===== src/rtl/my_chip_fpu16_if.sv =====
// Pad-level bus of the nibble-serial half-precision unit: 12 input pads and 12 output pads.
interface my_chip_fpu16_if;
   logic [11:0] io_in;
   logic [11:0] io_out;

   modport master (output io_in, input io_out);
   modport slave  (input io_in, output io_out);
endinterface


===== src/rtl/my_chip_fpu16.sv =====
// Nibble-serial binary16 add/multiply unit: 4-cycle operand load, 3-cycle calc,
// result returned as two bytes under a valid flag. Truncating rounding throughout.
module my_chip_fpu16 (
   input  logic            clock,
   input  logic            reset,
   my_chip_fpu16_if.slave  io
);

   typedef enum logic [2:0] {S_IDLE, S_LOAD, S_CALC, S_OUT_LO, S_OUT_HI} state_t;

   state_t      r_state;
   logic [1:0]  r_cnt;
   logic        r_op;
   logic [15:0] r_a;
   logic [15:0] r_b;
   logic [15:0] r_result;
   logic [8:0]  r_out;

   logic [21:0] w_prod;
   logic [15:0] w_result;
   logic        w_unused;

   function automatic logic [3:0] f_lz(input logic [13:0] v);
      logic [3:0] lz;
      lz = 4'd14;
      for (int i = 0; i < 14; i++)
         if (v[i]) lz = 4'(13 - i);
      return lz;
   endfunction

   function automatic logic [15:0] f_add(input logic [15:0] a, input logic [15:0] b);
      logic        a_nan, b_nan, a_inf, b_inf, eff_sub;
      logic [15:0] big, sml;
      logic [5:0]  e_big, e_sml, diff, shamt, lim, sh, e_res;
      logic [13:0] x_big, x_sml, shifted;
      logic [27:0] wide;
      logic [14:0] sum;
      logic [10:0] norm;
      a_nan = (a[14:10] == 5'h1F) && (a[9:0] != 10'd0);
      b_nan = (b[14:10] == 5'h1F) && (b[9:0] != 10'd0);
      a_inf = (a[14:10] == 5'h1F) && (a[9:0] == 10'd0);
      b_inf = (b[14:10] == 5'h1F) && (b[9:0] == 10'd0);
      if (a_nan) return a;
      if (b_nan) return b;
      if (a_inf && b_inf && (a[15] != b[15])) return 16'h7E00;
      if (a_inf) return a;
      if (b_inf) return b;
      if (a[14:0] >= b[14:0]) begin
         big = a; sml = b;
      end else begin
         big = b; sml = a;
      end
      // Subnormals use effective exponent 1 and hidden bit 0
      e_big = (big[14:10] == 5'd0) ? 6'd1 : {1'b0, big[14:10]};
      e_sml = (sml[14:10] == 5'd0) ? 6'd1 : {1'b0, sml[14:10]};
      x_big = {big[14:10] != 5'd0, big[9:0], 3'b000};
      x_sml = {sml[14:10] != 5'd0, sml[9:0], 3'b000};
      diff  = e_big - e_sml;
      shamt = (diff > 6'd14) ? 6'd14 : diff;
      wide  = {x_sml, 14'd0} >> shamt;
      x_sml = wide[27:14] | {13'd0, |wide[13:0]};
      eff_sub = big[15] ^ sml[15];
      sum = eff_sub ? ({1'b0, x_big} - {1'b0, x_sml}) : ({1'b0, x_big} + {1'b0, x_sml});
      if (sum == 15'd0) return {~eff_sub & big[15], 15'd0};
      if (sum[14]) begin
         norm  = sum[14:4];
         e_res = e_big + 6'd1;
      end else begin
         // Left-normalize, but stop at exponent 1 so tiny results stay subnormal
         lim     = e_big - 6'd1;
         sh      = ({2'b00, f_lz(sum[13:0])} > lim) ? lim : {2'b00, f_lz(sum[13:0])};
         shifted = sum[13:0] << sh;
         norm    = 11'(shifted >> 3);
         e_res   = e_big - sh;
      end
      if (e_res >= 6'd31) return {big[15], 5'h1F, 10'd0};
      return {big[15], norm[10] ? e_res[4:0] : 5'd0, norm[9:0]};
   endfunction

   function automatic logic [15:0] f_mul(input logic [15:0] a, input logic [15:0] b,
                                         input logic [11:0] prod_hi);
      logic       a_nan, b_nan, a_inf, b_inf, sgn;
      logic [6:0] esum, e_res;
      logic [9:0] frac;
      a_nan = (a[14:10] == 5'h1F) && (a[9:0] != 10'd0);
      b_nan = (b[14:10] == 5'h1F) && (b[9:0] != 10'd0);
      a_inf = (a[14:10] == 5'h1F) && (a[9:0] == 10'd0);
      b_inf = (b[14:10] == 5'h1F) && (b[9:0] == 10'd0);
      sgn   = a[15] ^ b[15];
      if (a_nan) return a;
      if (b_nan) return b;
      if ((a_inf && b[14:10] == 5'd0) || (b_inf && a[14:10] == 5'd0)) return 16'h7E00;
      if (a_inf || b_inf) return {sgn, 5'h1F, 10'd0};
      if (a[14:10] == 5'd0 || b[14:10] == 5'd0) return {sgn, 15'd0};
      esum = 7'(a[14:10]) + 7'(b[14:10]) + 7'(prod_hi[11]);
      if (esum < 7'd16) return {sgn, 15'd0};
      e_res = esum - 7'd15;
      if (e_res >= 7'd31) return {sgn, 5'h1F, 10'd0};
      frac = prod_hi[11] ? prod_hi[10:1] : prod_hi[9:0];
      return {sgn, e_res[4:0], frac};
   endfunction

   assign w_prod = 22'({1'b1, r_a[9:0]}) * 22'({1'b1, r_b[9:0]});

   always_comb begin
      w_result = r_op ? f_add(r_a, r_b) : f_mul(r_a, r_b, w_prod[21:10]);
   end

   always_ff @(posedge clock) begin
      if (reset) begin
         r_state  <= S_IDLE;
         r_cnt    <= 2'd0;
         r_op     <= 1'b0;
         r_a      <= 16'd0;
         r_b      <= 16'd0;
         r_result <= 16'd0;
         r_out    <= 9'd0;
      end else begin
         case (r_state)
            S_IDLE: begin
               r_out <= 9'd0;
               if (io.io_in[9]) begin
                  r_op    <= io.io_in[8];
                  r_cnt   <= 2'd0;
                  r_state <= S_LOAD;
               end
            end
            S_LOAD: begin
               // Least-significant nibble arrives first, so shift in from the top
               r_a   <= {io.io_in[3:0], r_a[15:4]};
               r_b   <= {io.io_in[7:4], r_b[15:4]};
               r_cnt <= r_cnt + 2'd1;
               if (r_cnt == 2'd3) begin
                  r_cnt   <= 2'd0;
                  r_state <= S_CALC;
               end
            end
            S_CALC: begin
               r_result <= w_result;
               r_cnt    <= r_cnt + 2'd1;
               if (r_cnt == 2'd2) begin
                  r_cnt   <= 2'd0;
                  r_out   <= {1'b1, r_result[7:0]};
                  r_state <= S_OUT_LO;
               end
            end
            S_OUT_LO: begin
               r_out   <= {1'b1, r_result[15:8]};
               r_state <= S_OUT_HI;
            end
            S_OUT_HI: begin
               r_out   <= 9'd0;
               r_state <= S_IDLE;
            end
            default: begin
               r_out   <= 9'd0;
               r_state <= S_IDLE;
            end
         endcase
      end
   end

   assign io.io_out = {3'b000, r_out};
   assign w_unused  = &{1'b0, io.io_in[11:10], w_prod[9:0]};

endmodule


===== src/flat_wrapper.sv =====
// flat-port wrapper written by rule: the top's interface ports become plain ports
module my_chip_fpu16_flat 
  (clock, reset, io_io_in, io_io_out);
  my_chip_fpu16_if io_i ();
  input  logic clock;
  input  logic reset;
  input wire logic [$bits(io_i.io_in)-1:0] io_io_in;
  output wire logic [$bits(io_i.io_out)-1:0] io_io_out;
  assign io_i.io_in = io_io_in;
  assign io_io_out = io_i.io_out;
  my_chip_fpu16 u_core (.clock(clock), .reset(reset), .io(io_i));
endmodule

===== config.mk =====
export PLATFORM = sky130hd
export DESIGN_NAME = my_chip_fpu16_flat
export DESIGN_NICKNAME = d
export VERILOG_FILES = /design/src/rtl/my_chip_fpu16_if.sv /design/src/rtl/my_chip_fpu16.sv /design/src/flat_wrapper.sv
export SDC_FILE = /design/constraint.sdc
export NUM_CORES = 1
export LEC_CHECK = 0
export CAP_MARGIN = 10
export CORE_MARGIN = 8
export CORE_UTILIZATION = 66
export CTS_CLUSTER_SIZE = 20
export DETAILED_ROUTE_END_ITERATION = 6
export PLACE_DENSITY = 0.84
export SETUP_SLACK_MARGIN = 0.4
export SYNTH_ARGS = -nofsm -noshare
export SYNTH_HDL_FRONTEND = slang
export SYNTH_SLANG_ARGS = --single-unit

===== constraint.sdc =====
create_clock -name clock -period 17.81 [get_ports clock]
set_input_delay 3.562 -clock clock [delete_from_list [all_inputs] [get_ports clock]]
set_output_delay 3.562 -clock clock [all_outputs]
set_load 0.02 [all_outputs]

==> results of run 1 <==
==> metal layers <==
| metal | vias up | wire length (um) | global-route usage |
|---|---|---|---|
| li1 | 5591 | - | - |
| met1 | 5793 | 15200 | 0.435 |
| met2 | 662 | 15900 | 0.498 |
| met3 | 122 | 3920 | 0.0565 |
| met4 | 0 | 1490 | 0.126 |
| met5 | - | 0 | 0 |
==> cells in the final DEF, fill, tap and decap left out, drive strengths merged, types with 17 or more instances in the layout <==
master / n
a211oi: 19
a21o: 22
a21oi: 132
a31oi: 17
and2: 59
buf: 24
clkdlybuf4s50: 19
dfxtp: 63
fa: 83
ha: 132
inv: 144
mux2i: 30
nand2: 207
nand3: 31
nor2: 140
nor3: 47
o211ai: 31
o21ai: 71
xnor2: 25
==> Yosys cell counts, types with 4 or more instances <==
master	number	area share
o31a_1	4	0.0029
clkbuf_1	67	0.021
nor2b_1	7	0.0037
o211ai_1	30	0.019
a211oi_1	17	0.011
nor2_1	140	0.044
o22ai_1	10	0.0052
a21o_1	22	0.014
ha_1	132	0.14
o21ai_0	64	0.027
o21bai_1	12	0.0075
or2_2	14	0.0073
a221oi_1	8	0.0058
mux2i_1	28	0.023
buf_2	6	0.0025
dfxtp_1	63	0.11
nand3_1	31	0.013
o22a_1	4	0.0029
o21ai_1	7	0.0029
nor4_1	13	0.0068
buf_1	8	0.0025
o211a_1	4	0.0033
o2111ai_1	5	0.0037
xnor2_1	24	0.018
and3_1	9	0.0047
inv_1	140	0.044
a31oi_1	16	0.0083
xor2_1	10	0.0073
a21oi_1	131	0.055
mux2_2	7	0.0066
a211o_1	5	0.0037
nand2b_1	15	0.0078
nand4_1	6	0.0031
or3_1	11	0.0057
a311oi_1	7	0.0051
o21a_1	13	0.0081
fa_1	83	0.14
or4_1	7	0.0044
o31ai_1	7	0.0044
nand2_1	206	0.064
a2111oi_0	4	0.0029
nor3_1	44	0.018
and2_1	59	0.031
==> through the flow <==
| stage | setup WS, ps | power (mW) | cells | hold WS (ps) |
|---|---|---|---|---|
| 6_report | 1390 | 2.52 | 1810 | 476 |
| 2_1_floorplan | 4500 | 1.85 | 1607 | 426 |
| 4_1_cts | 1860 | 2.45 | 1810 | 491 |
| 3_5_place_dp | 1890 | 2.26 | 1794 | 449 |
| 5_1_grt | 515 | 2.70 | 1810 | 515 |
| 3_3_place_gp | 2170 | 2.23 | 1794 | 440 |
==> final cells by class <==
cell class,count,area [sq um],area share
flip-flops and latches,63,1260,0.0999
clock inverters,4,53.8,0.00426
inverters,144,541,0.0428
repair buffers,43,368,0.0291
multi-input cells,1315,9870,0.782
clock buffers,12,246,0.0195
well taps,229,287,0.0227
==> timing repair <==
item,in CTS,in global routing
gates resized for setup,0,1
hold buffers,0,0
setup endpoints to repair,0,4
==> power groups by stage <==
stage | Clock [mW] | Sequential (mW) | Combinational (mW)
after floorplan | 0 | 0.149 | 1.71
after global placement | 0 | 0.152 | 2.08
after detailed placement | 0 | 0.152 | 2.11
after CTS | 0.183 | 0.149 | 2.12
after global routing | 0.189 | 0.150 | 2.36
final | 0.184 | 0.150 | 2.19
==> registers in the layout, summed over array words and instances (netlist names) <==
| signal | flops |
|---|---|
| u_core.r_cnt | 2 |
| u_core.r_state | 3 |
| u_core.r_result | 16 |
| u_core.r_op | 1 |
| u_core.r_out | 9 |
| u_core.r_a | 16 |
| u_core.r_b | 16 |
==> cells by family (layout without fill, tap and decap cells) <==
kind of cell | count (synthesis) | after routing | synth area share
AO/OA/AOI/OAI | 435 | 435 | 0.248
AND/OR/NAND/NOR | 587 | 587 | 0.233
multiplexers | 40 | 40 | 0.0369
adder cells (fa/ha/maj) | 215 | 215 | 0.276
other | 1 | 3 | 0.000313
buffers and inverters | 229 | 203 | 0.0739
flip-flops | 63 | 63 | 0.105
XOR/XNOR | 35 | 35 | 0.0262
==> how the worst max path moves through the flow <==
stage | from | cells after the start | slack (ps) | endpoint
2_1_floorplan | u_core.r_a[0] | 60 | 4500 | u_core.r_result[6]
3_3_place_gp | u_core.r_b[2] | 56 | 2170 | u_core.r_result[6]
3_5_place_dp | u_core.r_b[6] | 57 | 1890 | u_core.r_result[6]
4_1_cts | u_core.r_b[6] | 57 | 1860 | u_core.r_result[6]
5_1_grt | u_core.r_b[6] | 57 | 510 | u_core.r_result[6]
6_report | u_core.r_b[6] | 57 | 1390 | u_core.r_result[6]
==> worst max-delay path, delay by kind of cell (launching register included) <==
family	cells	cell delay [ps]
AO/OA/AOI/OAI	28	6900
flip-flops	1	930
buffers and inverters	4	1060
multiplexers	3	1470
XOR/XNOR	2	290
adder cells (fa/ha/maj)	7	2230
AND/OR/NAND/NOR	13	3390
==> flow_metrics.env, run 1 <==
export IMPL_status="completed"
export IMPL_reg2reg_depth=57
export IMPL_setup_viol=0
export IMPL_fin_crit_sh=0.922
export IMPL_cts_root_buf="clkbuf_16"
export IMPL_slew_headroom=0.345
export IMPL_slowest_stage="dfxtp_1"
export IMPL_grt_max_degree=62
export IMPL_die_area_sq_um=22700
export IMPL_core_sq_um=17900
export IMPL_start_kind="register"
export IMPL_netSwitchingPower_mw=1.47
export IMPL_die_h_um=151
export IMPL_dr_pass1_iters=6
export IMPL_syn_avg_cell_area_sq_um=7.47
export IMPL_design_area_sq_um=12600
export IMPL_ys_types=105
export IMPL_grt_pass1_wl_um=58700
export IMPL_cellLeakagePower_nw=6.00
export IMPL_clock_sinks=63
export IMPL_hold_path_depth=2
export IMPL_vias=12200
export IMPL_ir_drop_mv=0.218
export IMPL_num_nets_final=1805
export IMPL_p_int_mw=1.05
export IMPL_antenna_found_initial=0
export IMPL_num_antenna_cells=0
export IMPL_cts_htree_levels=3
export IMPL_crit_type="reg -> reg"
export IMPL_synth_seq_cells=63
export IMPL_die_w_um=151
export IMPL_worstPathArrival_ps=16670
export IMPL_synthArstFlopShare=0
export IMPL_max_cap_violations=0
export IMPL_grt_usage=0.321
export IMPL_clockPowerShare=0.073
export IMPL_ys_flop_type="dfxtp_1"
export IMPL_post_route_util=0.705
export IMPL_r2r_start="u_core.r_b[6]"
export IMPL_drv_slew=0
export IMPL_cts_tree="done"
export IMPL_wl_per_cell_um=20.1
export IMPL_fillers=1457
export IMPL_dpl_hpwl_um=27300
export IMPL_start_util=0.670
export IMPL_seqPwrFrac=0.059
export IMPL_clk_latency_ps=350
export IMPL_ioPinCount=26
export IMPL_min_from="u_core.r_out[8]"
export IMPL_rsz0062_at_grt="false"
export IMPL_ant_nets=0
export IMPL_fin_crit_ps=16420
export IMPL_yosys_warnings=0
export IMPL_rrSetupSlack_ps=1390
export IMPL_drc=0
export IMPL_worst_pin_slew_ps=976
export IMPL_hp_class="reg -> reg"
export IMPL_clockBufferDepth=2
export IMPL_pwr_share_comb=0.868
export IMPL_worst_ep_required_time_ps=18060
export IMPL_timing_fmax_mhz=60.9
export IMPL_first_global_vias=11500
export IMPL_worstReg2RegEnd="u_core.r_result[6]"
export IMPL_worst_path_largest_cell_delay_ps=930
export IMPL_routabilityCongestion=0.993
export IMPL_rows=49
export IMPL_syn_inst=1605
export IMPL_clkTransAtPathRegs_ps=60
export IMPL_power_density_nw_per_um2=200
export IMPL_vias_per_cell=6.72
export IMPL_cp_max_fo=22
export IMPL_cts_made_buffers=9
export IMPL_grt_overflow_total=0
export IMPL_drtIter0Drc=1299
export IMPL_portBuffers=20
export IMPL_final_setup_tns_ps=0
export IMPL_critPathCaptureType="register"
export IMPL_post_cts_buffers=0
export IMPL_switching_share=0.584
export IMPL_ys_seq_area_frac=0.105
export IMPL_fin_worst_skew_ps=9.27
export IMPL_crit_top_cell="ha_1"
export IMPL_wirelength_um=36500
export IMPL_layout_drive_gt1_share=0.0620
export IMPL_synth_cell_area_sq_um=12000
export IMPL_hold_end="u_core.r_out[8]"
export IMPL_syn2layout_area_growth_pct=5.30
export IMPL_dpl_cell_area_sq_um=12300
export IMPL_synth_edf_count=0
export IMPL_final_hold_violation_count=0
Power figures use the tool's default switching activity.
==> run 2, diff against run 1 <==
- CTS_CLUSTER_DIAMETER: default -> 150
==> results of run 2 <==
No change in the layout: final DEF, timing and power equal those of run 1.
